File: src/rtl/hazard_fwd_unit.sv
// Hazard detection and forwarding controller for the ID stage.
// Resolves operand sources across N_FWD producer stages, raises load-use
// stalls, freezes the pipe while memory is busy, and keeps perf counters.
module hazard_fwd_unit #(
   parameter int RA_W         = 5,
   parameter int N_FWD        = 2,
   parameter int LOAD_USE_GAP = 1,
   parameter int DELAY_SLOT   = 1,
   parameter int TIMEOUT      = 255,
   parameter int CNT_W        = 32,
   localparam int SEL_W       = $clog2(N_FWD + 1)
) (
   input  logic                  clk,
   input  logic                  rst_n,
   input  logic                  id_valid,
   input  logic [RA_W-1:0]       id_rs,
   input  logic [RA_W-1:0]       id_rt,
   input  logic                  id_uses_rs,
   input  logic                  id_uses_rt,
   input  logic                  id_is_store,
   input  logic                  id_branch_taken,
   input  logic [N_FWD-1:0]      prod_wen,
   input  logic [N_FWD*RA_W-1:0] prod_waddr,
   input  logic [N_FWD-1:0]      prod_is_load,
   input  logic                  mem_req,
   input  logic                  mio_ready,
   output logic [SEL_W-1:0]      fwd_rs_sel,
   output logic [SEL_W-1:0]      fwd_rt_sel,
   output logic                  fwd_rt_late,
   output logic                  stall_front,
   output logic                  bubble_ex,
   output logic                  freeze_all,
   output logic                  branch_go,
   output logic                  flush_ifid,
   output logic [1:0]            hz_state,
   output logic                  mem_timeout,
   output logic [CNT_W-1:0]      stall_cycles,
   output logic [CNT_W-1:0]      mem_wait_cycles
);

   localparam logic [1:0] ST_RUN      = 2'd0;
   localparam logic [1:0] ST_LU_STALL = 2'd1;
   localparam logic [1:0] ST_MEM_WAIT = 2'd2;

   localparam int TMO_W = $clog2(TIMEOUT + 1);

   logic [1:0]       state_q, state_d;
   logic [TMO_W-1:0] tmo_cnt_q, tmo_cnt_d;
   logic             mem_timeout_q, mem_timeout_d;
   logic [CNT_W-1:0] stall_cycles_q, stall_cycles_d;
   logic [CNT_W-1:0] mem_wait_cycles_q, mem_wait_cycles_d;

   logic             rs_found, rt_found;
   logic             rs_hazard, rt_hazard, rt_exempt;
   logic [SEL_W-1:0] rs_sel, rt_sel;
   logic             lu_hazard;

   // Youngest matching producer wins; too-young loads become hazards instead of forwards
   always_comb begin
      rs_found  = 1'b0;
      rt_found  = 1'b0;
      rs_hazard = 1'b0;
      rt_hazard = 1'b0;
      rt_exempt = 1'b0;
      rs_sel    = '0;
      rt_sel    = '0;
      for (int k = 0; k < N_FWD; k++) begin
         if (!rs_found && id_valid && id_uses_rs && prod_wen[k] &&
             (prod_waddr[k*RA_W +: RA_W] != '0) &&
             (prod_waddr[k*RA_W +: RA_W] == id_rs)) begin
            rs_found = 1'b1;
            if (prod_is_load[k] && (k < LOAD_USE_GAP)) begin
               rs_hazard = 1'b1;
            end else begin
               rs_sel = SEL_W'(k + 1);
            end
         end
         if (!rt_found && id_valid && id_uses_rt && prod_wen[k] &&
             (prod_waddr[k*RA_W +: RA_W] != '0) &&
             (prod_waddr[k*RA_W +: RA_W] == id_rt)) begin
            rt_found = 1'b1;
            if (prod_is_load[k] && (k < LOAD_USE_GAP)) begin
               rt_hazard = 1'b1;
               if (id_is_store && (k == LOAD_USE_GAP - 1)) begin
                  rt_exempt = 1'b1;
               end
            end else begin
               rt_sel = SEL_W'(k + 1);
            end
         end
      end
   end

   // Pipeline control outputs derived from hazards and the memory handshake
   always_comb begin
      lu_hazard   = rs_hazard | (rt_hazard & ~rt_exempt);
      freeze_all  = mem_req & ~mio_ready;
      stall_front = lu_hazard & ~freeze_all;
      bubble_ex   = stall_front;
      branch_go   = id_branch_taken & id_valid & ~stall_front & ~freeze_all;
      flush_ifid  = (DELAY_SLOT == 0) ? branch_go : 1'b0;
      fwd_rs_sel  = rs_sel;
      fwd_rt_sel  = rt_sel;
      fwd_rt_late = rt_exempt;
   end

   // Next-state logic; a pending memory access overrides everything else
   always_comb begin
      state_d = state_q;
      if (freeze_all) begin
         state_d = ST_MEM_WAIT;
      end else begin
         case (state_q)
            ST_RUN:      state_d = lu_hazard ? ST_LU_STALL : ST_RUN;
            ST_LU_STALL: state_d = lu_hazard ? ST_LU_STALL : ST_RUN;
            ST_MEM_WAIT: state_d = mio_ready ? ST_RUN : ST_MEM_WAIT;
            default:     state_d = ST_RUN;
         endcase
      end
   end

   // Wait-length counter and sticky timeout flag; the flag never feeds back into control
   always_comb begin
      tmo_cnt_d     = '0;
      mem_timeout_d = mem_timeout_q;
      if (state_d == ST_MEM_WAIT) begin
         tmo_cnt_d = (tmo_cnt_q == TMO_W'(TIMEOUT)) ? tmo_cnt_q : tmo_cnt_q + TMO_W'(1);
         if (tmo_cnt_d == TMO_W'(TIMEOUT)) begin
            mem_timeout_d = 1'b1;
         end
      end
   end

   // Saturating performance counters for stall and freeze cycles
   always_comb begin
      stall_cycles_d    = stall_cycles_q;
      mem_wait_cycles_d = mem_wait_cycles_q;
      if (stall_front && (stall_cycles_q != '1)) begin
         stall_cycles_d = stall_cycles_q + CNT_W'(1);
      end
      if (freeze_all && (mem_wait_cycles_q != '1)) begin
         mem_wait_cycles_d = mem_wait_cycles_q + CNT_W'(1);
      end
   end

   // State registers with asynchronous active-low reset
   always_ff @(posedge clk or negedge rst_n) begin
      if (!rst_n) begin
         state_q           <= ST_RUN;
         tmo_cnt_q         <= '0;
         mem_timeout_q     <= 1'b0;
         stall_cycles_q    <= '0;
         mem_wait_cycles_q <= '0;
      end else begin
         state_q           <= state_d;
         tmo_cnt_q         <= tmo_cnt_d;
         mem_timeout_q     <= mem_timeout_d;
         stall_cycles_q    <= stall_cycles_d;
         mem_wait_cycles_q <= mem_wait_cycles_d;
      end
   end

   assign hz_state        = state_q;
   assign mem_timeout     = mem_timeout_q;
   assign stall_cycles    = stall_cycles_q;
   assign mem_wait_cycles = mem_wait_cycles_q;

endmodule
File: config.mk
export PLATFORM = sky130hd
export DESIGN_NAME = hazard_fwd_unit
export DESIGN_NICKNAME = d
export VERILOG_FILES = /design/src/rtl/hazard_fwd_unit.sv
export SDC_FILE = /design/constraint.sdc
export NUM_CORES = 1
export LEC_CHECK = 0
export ABC_CLOCK_PERIOD_IN_PS = 3520
export BUFFER_PORTS_ARGS = -buffer_cell sky130_fd_sc_hd__buf_4
export CAP_MARGIN = 40
export CORE_MARGIN = 2
export CORE_UTILIZATION = 43
export DETAILED_ROUTE_END_ITERATION = 6
export GPL_TIMING_DRIVEN = 1
export PLACE_DENSITY = 0.68
export SYNTH_ARGS = -nofsm -noshare
export SYNTH_HDL_FRONTEND = slang
export SYNTH_SLANG_ARGS = --single-unit
File: constraint.sdc
create_clock -name clk -period 3.52 [get_ports clk]
set_input_delay 0.704 -clock clk [delete_from_list [all_inputs] [get_ports clk]]
set_output_delay 0.704 -clock clk [all_outputs]
set_load 0.1 [all_outputs]
# After elaboration in Yosys (flattened, before gate mapping)
# Index checks and enable logic that the tools add are counted.
[classes] add_sub_neg=3 n_eq_ne=11 mux=19 bitwise=11 reduce_logical=27
[op_table] op="adder 32 x 1 -> 32 bit (second input constant)" n=2
[op_table] op="inequality test 32 bit (second input constant)" n=2
[op_table] op="equality test 5 bit" n=4
[op_table] op="logical AND 1 bit" n=20
[op_table] op="equality test 8 bit (second input constant)" n=2
[op_table] op="2-to-1 mux 8 bit" n=2
[op_table] op="2-to-1 mux 1 bit" n=11
[op_table] op="2-to-1 mux 2 bit" n=5
[op_table] op="nonzero test 5 bit" n=2
[op_table] op="adder 8 x 1 -> 8 bit (second input constant)" n=1
[op_table] op="bitwise AND 1 bit" n=6
[op_table] op="equality test 2 bit (second input constant)" n=2
[op_table] op="inverter 1 bit" n=4
[op_table] op="case mux 2 bit (2 select lines)" n=1
[op_table] op="equality test 2 x 1 -> 1 bit (second input constant)" n=1
[op_table] op="logical NOT 1 bit" n=2
[op_table] op="logical NOT 2 bit" n=1
[op_table] op="AND reduction 2 bit" n=1
[op_table] op="OR reduction 2 bit" n=1
[op_table] op="OR 1 bit" n=1
[word_totals] reg_bits=75 inputBits=33 word_cells=76

# Longest topological paths before layout
[logic_depth] ltp_word=13 mapped_depth=9 mapped_depth_nobuf=7

# Worst setup path after synthesis
# No wires, ideal clock.
[synth_path] path_type="in2out" from="input port prod_waddr[0]" to="output port fwd_rs_sel[1]" arrival_ns=4.425 path_slack_ns=-1.609 stages=4 n_path_buf=0 path_cell_list="or4_1 > o21ai_2 > nor2_1 > nor4_1"
[synth_via] elab_chain_cells=11 word_cells_on_any_way=12 classes_between="eq/ne (1); mux (2); reduce/logical (9)"
[synth_lines] item="start: declaration" line_no="23" rtl="input logic [N_FWD*RA_W-1:0] prod_waddr,"
[synth_lines] item="nonzero test 5 bit" line_no="69" rtl="(prod_waddr[k*RA_W +: RA_W] != '0) &&"
[synth_lines] item="logical AND 1 bit" line_no="68" rtl="if (!rs_found && id_valid && id_uses_rs && prod_wen[k] &&"
[synth_lines] item="logical AND 1 bit *" line_no="69"
[synth_lines] item="2-to-1 mux 1 bit *" line_no="68"
[synth_lines] item="logical NOT 1 bit *" line_no="68"
[synth_lines] item="logical AND 1 bit * (4 in series)" line_no="68"
[synth_lines] item="logical AND 1 bit *" line_no="69"
[synth_lines] item="2-to-1 mux 2 bit *" line_no="68"
[synth_lines] item="end: declaration" line_no="27" rtl="output logic [SEL_W-1:0] fwd_rs_sel,"
# Every way passes the cells marked *; elsewhere a longest branch is shown, timed or not.

# Worst setup path after layout
[layout_path] from="input port prod_waddr[0]" to="output port branch_go"
[layout_via] elab_chain_cells=11 word_cells_on_any_way=17 classes_between="eq/ne (2); mux (3); bitwise (7); reduce/logical (5)"
[layout_lines] item="nonzero test 5 bit" line_no="69, 79"
[layout_lines] item="logical AND 1 bit" line_no="78" rtl="if (!rt_found && id_valid && id_uses_rt && prod_wen[k] &&"
[layout_lines] item="logical AND 1 bit" line_no="79" rtl="(prod_waddr[k*RA_W +: RA_W] != '0) &&"
[layout_lines] item="2-to-1 mux 1 bit" line_no="78"
[layout_lines] item="inverter 1 bit" line_no="96" rtl="lu_hazard = rs_hazard | (rt_hazard & ~rt_exempt);"
[layout_lines] item="bitwise AND 1 bit" line_no="96"
[layout_lines] item="OR 1 bit *" line_no="96"
[layout_lines] item="bitwise AND 1 bit *" line_no="98" rtl="stall_front = lu_hazard & ~freeze_all;"
[layout_lines] item="inverter 1 bit *" line_no="100" rtl="branch_go = id_branch_taken & id_valid & ~stall_front & ~freeze_all;"
[layout_lines] item="bitwise AND 1 bit * (2 in series)" line_no="100"
[layout_lines] item="end: declaration" line_no="33" rtl="output logic branch_go,"
# Marked as above.

==> summary.md <==
| Metric | Value |
|---|---|
| CTS tree | `yes` |
| CTS Sinks | `75` |
| CP Launch Type | `input port` |
| Global-route wire length before repair | `15.8 mm` |
| Depth of the worst register-to-register path | `7` |
| CTS root buf | `clkbuf_8` |
| Util after Layout | `56.0%` |
| Clk_skew | `12.4 ps` |
| Detail Placement HPWL | `just over 7 mm` |
| EDFF count, synth | `0` |
| Buf/Inv on CP | `2` |
| Total power | `2.20 mW` |
| Leakage | `2.57 nW` |
| Instance count on the critical path | `7` |
| DRT iter0 DRCs | `around 110` |
| WL met1 | `approximately 4.3 mm` |
| Critical path required time | `2820 ps` |
| Sw Share | `37.7%` |
| Max H-tree Level | `3` |
| PostCTS Resize Cnt | `0` |
| Mapped Nets | `445` |
| Bufs on Longest Clock Path | `2` |
| RePlAce Congestion | `0.831` |
| Max Slew Vio Count | `0` |
| Final Hold Vio Count | `0` |
| Worst-path clk slew | `around 90 ps` |
| Global route overflow | `0` |
| Top Metal Used | `met4` |
| DRT Pass-1 Iters | `6` |
| Max cap viols | `0` |
| Multi-input gate area | `around 2200 um^2` |
| Metal3 WL | `about 380 um` |
| Post-synth top area share | `44.8%` |
| Most frequent CP cell | `buf_4` |
| Antenna Nets Post-Route | `0` |
| NetSw | `0.829 mW` |
| Post-route minimum period | `3080 ps` |
| Routed via count | `~3500` |
| Number of synthesized register bits | `75` |
| WS Path Type | `input port to primary output` |
| IO Port Bufs | `about 110` |
| Seq pwr share | `43.9%` |
| Residual DRC | `0` |
| Worst-skew pair later-pin latency | `340 ps` |
| Max VDD drop | `699 uV` |
| Post-synthesis sequential area ratio | `44.8%` |
| Wire length per cell | `14.7 um` |
| Crit path max-delay family | `simple AND/OR/NAND/NOR gates` |
| Clock network fraction of total power | `just under 30%` |
| Post-Route WL | `around 9.7 mm` |
| # hold bufs at CTS | `0` |
| N_diodes | `0` |
| Overall Global Routing Usage | `18.9%` |
| Num CTS Buffers | `9` |
| Synthesis-to-finish area growth | `28.2%` |
| Top cells by area, synth | `dfrtp_1 (45%), xor2_1 (11%), xnor2_1 (6.5%)` |
| Synth unique cells | `55` |
| Worst-path maximum fanout | `5` |
| Hold WC Path Type | `input port to async pin` |
| Internal power | `1.37 mW` |
| Most frequent cell after synthesis | `dfrtp_1` |
| Synth Cell Area | `4190 um^2` |
| Num ports | `110` |
| Pwr/cell area | `409 nW/um^2` |
| Post-DR vias/cell | `roughly 5.2` |
| YS warnings | `0` |
| Logic gate share of total power | `roughly a quarter` |
| Top cells by count, synth | `dfrtp_1 (75), xor2_1 (54), nand2_1 (35)` |
| RSZ-0062 raised after global routing | `no` |
| Slowest CP cell | `or4_1` |
| Mapped Cells | `approximately 410` |
| Die area | `10600 um^2` |
| CP arrival | `around 2400 ps` |
| Status | `completed` |
| Final Cycle Share | `87.4%` |
| Chip width | `103 um` |
| Worst hold margin | `296 ps` |
| NumNets Final | `558` |
| Vias in the first global route | `~3400` |
| Ys async rst share | `between 90% and 100%` |
| Met2 wire length | `4.88 mm` |
| Main synth FF type | `dfrtp_1` |
| Slew margin rel. | `~54%` |
| Leading area contributor after synthesis | `dfrtp_1` |
| Worst-path cell chain | `buf_4 -> or4_1 -> o21ai_2 -> nor2_1 -> o21ai_0 -> and4_1 -> buf_4` |
| Measured slew at the worst slew-check pin | `just under 700 ps` |
| Share of cells above drive strength 1 | `31.7%` |
| Max Fclk | `0.325 GHz` |
| Die Y | `103 um` |
| Initial antenna violation count | `0` |
| Setup repair bufs after CTS | `0` |
| Pin count of the biggest net entering global routing | `45` |
| Delay of the slowest cell on the worst path | `between 500 and 600 ps` |
| Seq. cell area | `1880 um^2` |
| Syn_area_per_cell | `10.2 um^2` |
| Core footprint | `9590 um^2` |
| Crit end category | `primary output` |
| Initial Utilization | `43.7%` |
| Setup violators final | `0` |
| Row cnt | `36` |
| Fill count | `846` |
## path summary, 6_finish.rpt
check | startpoint | to | slack (ps)
setup / recovery | prod_waddr[0] | branch_go | 440
hold / removal | rst_n | stall_cycles[13] | 300
setup reg to reg | stall_cycles[10] | stall_cycles[16] | 1170
hold reg to reg | hz_state[1] | hz_state[0] | 460
max in group asynchronous | rst_n | tmo_cnt_q[2] | 2650
min in group clk | hz_state[1] | hz_state[0] | 460
## power by group through the flow
stage                     logic [mW]  registers [mW]  clock network, mW
after floorplan                0.111            1.29                  0
after global placement         0.573           0.980                  0
after detailed placement       0.583           0.981                  0
after CTS                      0.583           0.966              0.672
after global routing           0.606           0.978              0.712
final                          0.578           0.966              0.655
## cell type report
type | instances | share of cell area, %
clock buffers | 10 | 2.38
flip-flops and latches | 75 | 34.9
repair buffers | 112 | 16.0
clock inverters | 6 | 1.23
well taps | 133 | 3.10
multi-input cells | 312 | 41.4
inverters | 12 | 0.908
## registers in the layout, indices dropped and copies added, names as in the netlist
name / flops
mem_wait_cycles: 32
tmo_cnt_q: 8
hz_state: 2
mem_timeout: 1
stall_cycles: 32
## kinds of logic after synthesis
logic type	synth area share, %
multiplexers	0.776
AND/OR/NAND/NOR	29.1
flip-flops	44.8
buffers and inverters	2.72
XOR/XNOR	17.8
other	0.0895
AO/OA/AOI/OAI	3.85
adder cells (fa/ha/maj)	0.896
## worst register-to-register path: cells and delay by family, from the launching register on
kind                   cells  cell delay, ps
flip-flops                 1             460
buffers and inverters      1             340
AND/OR/NAND/NOR            5            1260
XOR/XNOR                   1             160
## layer usage
metal	vias to the layer above	global-route usage (%)
li1	1669	-
met1	1699	24.3
met2	79	32.4
met3	9	2.85
met4	0	6.58
met5	-	0
## metrics by stage
step | instances | area (um^2) | TNS, ps | worst slack [ps]
2_1_floorplan | 409 | 4210 | -476 | -476
3_3_place_gp | 643 | 5150 | 0 | 430
3_5_place_dp | 644 | 5180 | 0 | 436
4_1_cts | 660 | 5370 | 0 | 436
5_1_grt | 660 | 5370 | 0 | 297
6_report | 660 | 5370 | 0 | 444
## cells in the final DEF (no fill, tap or decap), types with 2 or more instances in the layout
cell type,count
nor2b_1,2
o21ai_0,7
nand3_1,23
and2_1,2
xor2_1,54
nor4b_2,2
o211ai_1,2
nor3b_1,2
or4_1,4
nor4_1,6
clkbuf_8,9
nand2b_1,2
nand2_1,35
xnor2_1,31
mux2_1,2
ha_1,3
nor3_1,18
inv_1,11
nor2_1,26
nor3_2,11
and4_1,7
buf_4,111
nand4_1,21
nand4_2,2
nor2_2,5
or3_1,3
and3_1,6
a21oi_1,2
nor4_2,10
dfrtp_1,75
a211oi_1,2
clkinvlp_4,4
Power figures use the tool's default switching activity.
